## src/rtl/uart_rx.sv

```systemverilog
// rtl/uart_rx.sv - 8-bit UART receiver with optional even-parity check
//
// Purpose:
//   Receives 8N1 frames from an asynchronous serial line, LSB first.
//   Define UART_RX_PARITY_EN to receive 8E1 frames: this adds the PARITY state,
//   the parity_err port and even-parity checking.
//
// Parameters:
//   CLKS_PER_BIT  clkin cycles per UART bit (4..65535)
//
// Ports:
//   clkin       in   sole clock, rising edge
//   rst_n       in   asynchronous active-low reset
//   rx          in   serial line, asynchronous to clkin, idle high
//   data_out    out  last good received byte, bit 0 = first data bit
//   data_valid  out  one-cycle pulse when data_out is updated
//   frame_err   out  one-cycle pulse when the stop bit samples low
//   busy        out  high whenever the receiver is not idle
//   parity_err  out  one-cycle pulse on parity mismatch (UART_RX_PARITY_EN only)

module uart_rx #(
    parameter int CLKS_PER_BIT = 16
) (
    input  logic       clkin,
    input  logic       rst_n,
    input  logic       rx,
    output logic [7:0] data_out,
    output logic       data_valid,
    output logic       frame_err,
    output logic       busy
`ifdef UART_RX_PARITY_EN
    ,
    output logic       parity_err
`endif
);

    localparam logic [15:0] HALF_LAST = 16'(CLKS_PER_BIT / 2 - 1);
    localparam logic [15:0] FULL_LAST = 16'(CLKS_PER_BIT - 1);

    typedef enum logic [2:0] {
        S_IDLE,
        S_START,
        S_DATA,
        S_STOP,
        S_BREAK
`ifdef UART_RX_PARITY_EN
        ,
        S_PARITY
`endif
    } state_t;

    state_t      state_q;
    logic        rx_meta_q;
    logic        rx_sync_q;
    logic [15:0] timer_q;
    logic [2:0]  bit_idx_q;
    logic [7:0]  shift_q;
    logic [7:0]  data_out_q;
    logic        data_valid_q;
    logic        frame_err_q;
`ifdef UART_RX_PARITY_EN
    logic        parity_bad_q;
    logic        parity_err_q;
`endif

    logic        rxs;
    logic        half_hit_d;
    logic        full_hit_d;
    logic [15:0] timer_inc_d;

    assign rxs         = rx_sync_q;
    assign half_hit_d  = (timer_q == HALF_LAST);
    assign full_hit_d  = (timer_q == FULL_LAST);
    // Each state clears the timer on its terminal count, so this never wraps.
    assign timer_inc_d = timer_q + 16'd1;

    always_ff @(posedge clkin or negedge rst_n) begin
        if (!rst_n) begin
            state_q      <= S_IDLE;
            rx_meta_q    <= 1'b1;
            rx_sync_q    <= 1'b1;
            timer_q      <= 16'd0;
            bit_idx_q    <= 3'd0;
            shift_q      <= 8'h00;
            data_out_q   <= 8'h00;
            data_valid_q <= 1'b0;
            frame_err_q  <= 1'b0;
`ifdef UART_RX_PARITY_EN
            parity_bad_q <= 1'b0;
            parity_err_q <= 1'b0;
`endif
        end else begin
            rx_meta_q    <= rx;
            rx_sync_q    <= rx_meta_q;
            data_valid_q <= 1'b0;
            frame_err_q  <= 1'b0;
`ifdef UART_RX_PARITY_EN
            parity_err_q <= 1'b0;
`endif
            case (state_q)
                S_IDLE: begin
                    timer_q   <= 16'd0;
                    bit_idx_q <= 3'd0;
                    if (!rxs) begin
                        state_q <= S_START;
                    end
                end

                // Re-check the start bit at its midpoint; a high line here
                // was a glitch and is dropped silently.
                S_START: begin
                    if (half_hit_d) begin
                        timer_q <= 16'd0;
                        state_q <= rxs ? S_IDLE : S_DATA;
                    end else begin
                        timer_q <= timer_inc_d;
                    end
                end

                S_DATA: begin
                    if (full_hit_d) begin
                        timer_q   <= 16'd0;
                        shift_q   <= {rxs, shift_q[7:1]};
                        bit_idx_q <= bit_idx_q + 3'd1;
                        if (bit_idx_q == 3'd7) begin
`ifdef UART_RX_PARITY_EN
                            state_q <= S_PARITY;
`else
                            state_q <= S_STOP;
`endif
                        end
                    end else begin
                        timer_q <= timer_inc_d;
                    end
                end

`ifdef UART_RX_PARITY_EN
                // Even parity: data bits plus parity bit must XOR to zero.
                S_PARITY: begin
                    if (full_hit_d) begin
                        timer_q      <= 16'd0;
                        parity_bad_q <= ^{shift_q, rxs};
                        state_q      <= S_STOP;
                    end else begin
                        timer_q <= timer_inc_d;
                    end
                end
`endif

                S_STOP: begin
                    if (full_hit_d) begin
                        timer_q <= 16'd0;
                        if (rxs) begin
                            // Returning to IDLE here lets a start bit that
                            // follows immediately be caught next cycle.
                            state_q <= S_IDLE;
`ifdef UART_RX_PARITY_EN
                            if (parity_bad_q) begin
                                parity_err_q <= 1'b1;
                            end else begin
                                data_out_q   <= shift_q;
                                data_valid_q <= 1'b1;
                            end
`else
                            data_out_q   <= shift_q;
                            data_valid_q <= 1'b1;
`endif
                        end else begin
                            frame_err_q <= 1'b1;
                            state_q     <= S_BREAK;
                        end
                    end else begin
                        timer_q <= timer_inc_d;
                    end
                end

                // Held-low line after a framing error: wait for idle before
                // looking for another start bit.
                S_BREAK: begin
                    timer_q <= 16'd0;
                    if (rxs) begin
                        state_q <= S_IDLE;
                    end
                end

                default: begin
                    state_q <= S_IDLE;
                    timer_q <= 16'd0;
                end
            endcase
        end
    end

    assign data_out   = data_out_q;
    assign data_valid = data_valid_q;
    assign frame_err  = frame_err_q;
    assign busy       = (state_q != S_IDLE);
`ifdef UART_RX_PARITY_EN
    assign parity_err = parity_err_q;
`endif

endmodule

```

## config.mk

```make
export PLATFORM = sky130hd
export DESIGN_NAME = uart_rx
export DESIGN_NICKNAME = d
export VERILOG_FILES = /design/src/rtl/uart_rx.sv
export SDC_FILE = /design/constraint.sdc
export NUM_CORES = 1
export LEC_CHECK = 0
export ABC_AREA = 1
export BUFFER_PORTS_ARGS = -buffer_cell sky130_fd_sc_hd__buf_2
export CAP_MARGIN = 20
export CORE_MARGIN = 5
export CORE_UTILIZATION = 59
export DETAILED_ROUTE_END_ITERATION = 10
export PLACE_DENSITY = 0.87
export SYNTH_ARGS = -nofsm -noshare
export SYNTH_HDL_FRONTEND = slang
export SYNTH_SLANG_ARGS = --single-unit
```

## constraint.sdc

```tcl
create_clock -name clkin -period 1.7 [get_ports clkin]
set_input_delay 0 -clock clkin [delete_from_list [all_inputs] [get_ports clkin]]
set_output_delay 0 -clock clkin [all_outputs]
set_load 0.02 [all_outputs]
```

# Yosys cells after proc, flatten, opt, wreduce, memory -nomap -nowiden
# Index checks and enable logic that the tools add are counted.
word_totals:
  register_bits: 42
  in_bits: 3
  elab_cells: 52
classes:
  add_sub_neg: 2
  n_eq_ne: 13
  muxes: 20
  n_reduce_logical: 8
op_table:
  columns: ["cell", "count"]
  rows:
  - ["16-bit two-way mux", 2]
  - ["16-bit case mux with 2 select lines", 1]
  - ["3-bit two-way mux", 8]
  - ["16-bit by 1-bit adder with 16-bit output, second input constant", 1]
  - ["16-bit by 3-bit == test with 1-bit output, second input constant", 1]
  - ["16-bit by 4-bit == test with 1-bit output, second input constant", 1]
  - ["3-bit case mux with 5 select lines", 1]
  - ["2-bit != test, second input constant", 6]
  - ["3-bit by 2-bit == test with 1-bit output, second input constant", 2]
  - ["3-bit == test, second input constant", 2]
  - ["1-bit two-way mux", 6]
  - ["3-bit case mux with 2 select lines", 1]
  - ["6-bit AND reduction", 1]
  - ["2-bit AND reduction", 2]
  - ["3-bit by 1-bit adder with 3-bit output, second input constant", 1]
  - ["3-bit by 1-bit == test with 1-bit output, second input constant", 1]
  - ["3-bit logical NOT", 1]
  - ["3-bit AND reduction", 1]
  - ["3-bit nonzero test", 1]
  - ["2-bit two-way mux", 1]
  - ["2-bit nonzero test", 1]
  - ["2-bit OR reduction", 1]

# Longest topological paths before layout
depth:
  depth_word: 4
  depth_mapped: 9
  ltp_nobuf: 9

# Worst setup path after synthesis
# OpenSTA, ideal clock, no wires.
synth_path:
  path_kind: "register -> register"
  startpoint: "reg timer_q[0]"
  endpoint: "reg bit_idx_q[1]"
  setup_ps: 118
  arrival_ps: 1329
  slack_ps: 253
  path_stages_with_launch: 10
  n_path_buf: 1
  synth_period_minus_slack_ps: 1447
  cell_sequence: "dfrtp_1 -> ha_1 -> nand3_2 -> nor2_2 -> nand2_4 -> inv_6 -> nand2_4 -> buf_6 -> nand3_1 -> nand2_1"
synth_between:
  elab_chain_cells: 3
synth_rtl:
  columns: ["item", "line_no", "source"]
  rows:
  - ["from (decl)", "55", "logic [15:0] timer_q;"]
  - ["from (signal assigned)", "116", "timer_q <= timer_inc_d;"]
  - ["from (signal assigned)", "133", "timer_q <= timer_inc_d;"]
  - ["from (signal assigned)", "173", "timer_q <= timer_inc_d;"]
  - ["16-bit by 4-bit == test with 1-bit output", "73", "assign full_hit_d = (timer_q == FULL_LAST);"]
  - ["2-bit != test (no source line)", null, null]
  - ["2-bit AND reduction (no source line)", null, null]
  - ["to (signal assigned)", "124", "bit_idx_q <= bit_idx_q + 3'd1;"]
  - ["to (decl)", "56", "logic [2:0] bit_idx_q;"]
# Every way passes these cells.
# A chain may end at the register's enable or synchronous reset.

# Worst setup path after layout
layout_path:
  startpoint: "reg timer_q[0]"
  endpoint: "reg data_out_q[3] (netlist: data_out[3])"
layout_between:
  elab_chain_cells: 2
layout_rtl:
  columns: ["item", "line_no", "source"]
  rows:
  - ["16-bit by 4-bit == test with 1-bit output", "73", null]
  - ["3-bit AND reduction (no source line)", null, null]
  - ["to (signal assigned)", "165", "data_out_q <= shift_q;"]
  - ["to (decl)", "58", "logic [7:0] data_out_q;"]
# Every way passes these cells.

==> results.json <==
{
  "grt.total_usage": 0.179,
  "initial_core_util": 0.609,
  "share_of_post_route_cells_with_drive_strength_above_1": 0.144,
  "placeableCoreArea_sq_um": 3340,
  "placed_cell_area_sq_um": 2150,
  "report.final.hold_viol_count": 0,
  "antenna_violations_before_repair": 0,
  "setup.worst_path.start_class": "register",
  "crit_path_cell_trace": "ha_1 > nand3_2 > nor2_2 > nand2_4 > nor3_4 > nand2_1 > nand2_1",
  "pwr_density_cell_nw_per_um2": 953,
  "synth_warnings": 0,
  "relSlewSlack": 0.660,
  "synth.yosys.seq_area_share": 0.518,
  "worstSetupPathDepth": 7,
  "layout_min_cycle_time_ns": 1.54,
  "report.final.setup_viol": 0,
  "cap_viol_max_count": 0,
  "finalWeightedCongestion": 0.837,
  "synthTopCellsByArea": "sky130_fd_sc_hd__dfrtp_1, sky130_fd_sc_hd__nand2_1, sky130_fd_sc_hd__nor2_1, sky130_fd_sc_hd__nand3_1, sky130_fd_sc_hd__inv_1",
  "globalRouteOverflowTotal": 0,
  "wl_per_cell_microns": 11.2,
  "drt_iter0_drc": 118,
  "io_buffers": 13,
  "stdcell_area_sq_um": 2240,
  "worstSkewPairLatency_ns": 0.35,
  "max_freq_mhz": 648,
  "tritoncts_num_sinks": 42,
  "timing.critical_path.slowest_cell_delay_ns": 0.39,
  "dp_hpwl_microns": 2560,
  "timing.critical_path.required_ns": 2.00,
  "peakVddDrop_uv": 661,
  "worstReg2RegEnd": "data_out[3]$_DFFE_PN0P_",
  "die_width_microns": 68.7,
  "clkTransAtPathRegs_ns": 0.13,
  "drtPass1Iterations": 4,
  "via_count_of_the_first_global_routing_pass": 1502,
  "leakagePower_nw": 1.19,
  "syn_avg_cell_area_sq_um": 8.43,
  "synth-edff-count": 0,
  "grt_setup_unrepaired": "no",
  "tritoncts": "yes",
  "drc": 0,
  "post-cts-setup-buffers": 0,
  "postSynthCellCount": 241,
  "synth_top_cell_area_share": 0.493,
  "skew_ns": 0.0152,
  "final_max_slew_viol_count": 0,
  "die_h_microns": 68.7,
  "fin_crit_sh": 0.907,
  "dominantRegCellSynth": "sky130_fd_sc_hd__dfrtp_1",
  "r2r_setup_slack_ns": 0.16,
  "critical-path-top-delay-family": "simple AND/OR/NAND/NOR gates",
  "io_pins": 14,
  "mappedNetlistArea_sq_um": 2030,
  "placementRows": 21,
  "synth.net_count": 247,
  "synth.ff_latch_count": 42,
  "fin_nets": 269,
  "vias": 1581,
  "die_area_sq_um": 4720,
  "grt_max_degree": 43,
  "synth_cell_types": 23,
  "critPathKind": "reg2reg",
  "timing.reg2reg.worst_path_depth": 7,
  "sort_of_element_at_the_end_of_the_critical_path": "register",
  "min_path_type": "in2async",
  "max-clock-path-buffers": 2,
  "yosysMostFrequentCell": "sky130_fd_sc_hd__nand2_1",
  "insertedDiodeCount": 0,
  "crit_buf_inv": 0,
  "outcome": "completed",
  "antenna_violating_nets_post_route": 0,
  "fin_tns_setup_ns": 0,
  "cts_root_buf": "sky130_fd_sc_hd__clkbuf_4",
  "synth_common_cells": "sky130_fd_sc_hd__nand2_1, sky130_fd_sc_hd__dfrtp_1, sky130_fd_sc_hd__nor2_1",
  "final_core_util": 0.670,
  "reg2reg_from": "timer_q[0]$_DFF_PN0_",
  "worstPathArrival_ns": 1.84,
  "path_common_cell": "sky130_fd_sc_hd__nand2_1",
  "ys_async_sr_fraction": 1.00,
  "detail_route.wirelength_microns": 3460,
  "area.growth.synth_to_final_pct": 10.1,
  "drt-vias-per-instance": 5.10,
  "tightestPinTransition_ns": 0.509,
  "synth_top_area_cell": "sky130_fd_sc_hd__dfrtp_1",
  "crit_path_top_delay_cell": "sky130_fd_sc_hd__dfrtp_1",
  "h_tree_level_count": 2,
  "crit_fanout": 9,
  "grt_first_pass_wirelength_microns": 6330,
  "tritoncts_buffers": 5
}
## metal layers
layer / global-route usage / wire length, microns
met1: 0.241 / 1700
met2: 0.286 / 1570
met3: 0.0438 / 133
met4: 0.0521 / 55
met5: 0 / 0
## how the worst max path moves through the flow
stage                         startpoint                        to  slack [ns]
CTS                 timer_q[0]$_DFF_PN0_      timer_q[9]$_DFF_PN0_        0.11
finish              timer_q[0]$_DFF_PN0_   data_out[3]$_DFFE_PN0P_        0.16
detailed placement  timer_q[0]$_DFF_PN0_      timer_q[9]$_DFF_PN0_        0.14
global placement    timer_q[0]$_DFF_PN0_     timer_q[10]$_DFF_PN0_        0.17
floorplan           timer_q[0]$_DFF_PN0_  bit_idx_q[1]$_DFFE_PN0P_        0.25
global route        timer_q[0]$_DFF_PN0_     timer_q[10]$_DFF_PN0_        0.01
## layout make-up
cell class,count,area [sq um]
flip-flops and latches,42,1050
repair buffers,17,100
well taps,46,57.6
inverters,24,96.3
clock inverters,3,23.8
fillers,282,1100
clock buffers,5,37.5
multi-input cells,173,868
## cell families after synthesis
group                      count (synthesis)  synth area share
buffers and inverters                     26            0.0579
AOI/OAI and AO/OA                         11            0.0333
xor gates and xnor gates                   9            0.0388
and+or+nand+nor                          150             0.333
adders and majority gates                  3            0.0185
DFF                                       42             0.518
## worst reg2reg max path: stages (launching register included)
cell and delay, ns:
sky130_fd_sc_hd__dfrtp_1 0.39, sky130_fd_sc_hd__ha_1 0.24, sky130_fd_sc_hd__nand3_2 0.11, sky130_fd_sc_hd__nor2_2 0.16, sky130_fd_sc_hd__nand2_4 0.11, sky130_fd_sc_hd__nor3_4 0.30
sky130_fd_sc_hd__nand2_1 0.11, sky130_fd_sc_hd__nand2_1 0.08
## sequential cells by signal, summed over array words and instances, names as in the netlist
name	cells
data_out	8
rx_meta_q	1
rx_sync_q	1
data_valid	1
bit_idx_q	3
frame_err	1
shift_q	8
state_q	3
timer_q	16
## power by group
group | internal, mW | total, mW | switching [mW]
clock | 0.166 | 0.501 | 0.335
combinational | 0.145 | 0.508 | 0.363
sequential | 1.06 | 1.12 | 0.0621
total | 1.37 | 2.13 | 0.760
## repair_timing
action,in CTS,in global routing
hold endpoints to repair,41,0
setup endpoints to repair,0,12
hold buffers,2,0
gates resized for setup,0,2
## placed cells by master (no fill, tap or decap)
master                          instances
sky130_fd_sc_hd__nand3_4                1
sky130_fd_sc_hd__nand2_4                3
sky130_fd_sc_hd__nor3_4                 2
sky130_fd_sc_hd__buf_4                  2
sky130_fd_sc_hd__nor2_2                 2
sky130_fd_sc_hd__nand4_1                5
sky130_fd_sc_hd__o21ai_0                6
sky130_fd_sc_hd__dfrtp_1               40
sky130_fd_sc_hd__clkinv_2               1
sky130_fd_sc_hd__ha_1                   3
sky130_fd_sc_hd__nand2_2                1
sky130_fd_sc_hd__o21ai_2                1
sky130_fd_sc_hd__nand3_1               23
sky130_fd_sc_hd__a31oi_1                1
sky130_fd_sc_hd__inv_6                  2
sky130_fd_sc_hd__xor2_1                 8
sky130_fd_sc_hd__nand3_2                1
sky130_fd_sc_hd__inv_1                 22
sky130_fd_sc_hd__clkinvlp_4             2
sky130_fd_sc_hd__buf_2                 13
sky130_fd_sc_hd__nand2_1               73
sky130_fd_sc_hd__clkbuf_4               5
sky130_fd_sc_hd__dlygate4sd3_1          2
sky130_fd_sc_hd__nor3_1                 4
sky130_fd_sc_hd__dfstp_2                2
sky130_fd_sc_hd__xnor2_1                1
sky130_fd_sc_hd__nor2_1                35
sky130_fd_sc_hd__o21bai_1               3
## per-stage QoR
step	hold WS (ns)	instances	setup slack (ns)	power [mW]
final	0.224	310	0.157	2.13
after global routing	0.283	310	0.0122	2.27
after CTS	0.232	310	0.115	2.15
after detailed placement	0.0915	300	0.136	1.65
after global placement	0.0849	300	0.168	1.63
after floorplan	-0.296	241	0.253	1.55
Note: power is estimated with default switching activity, not from simulation.
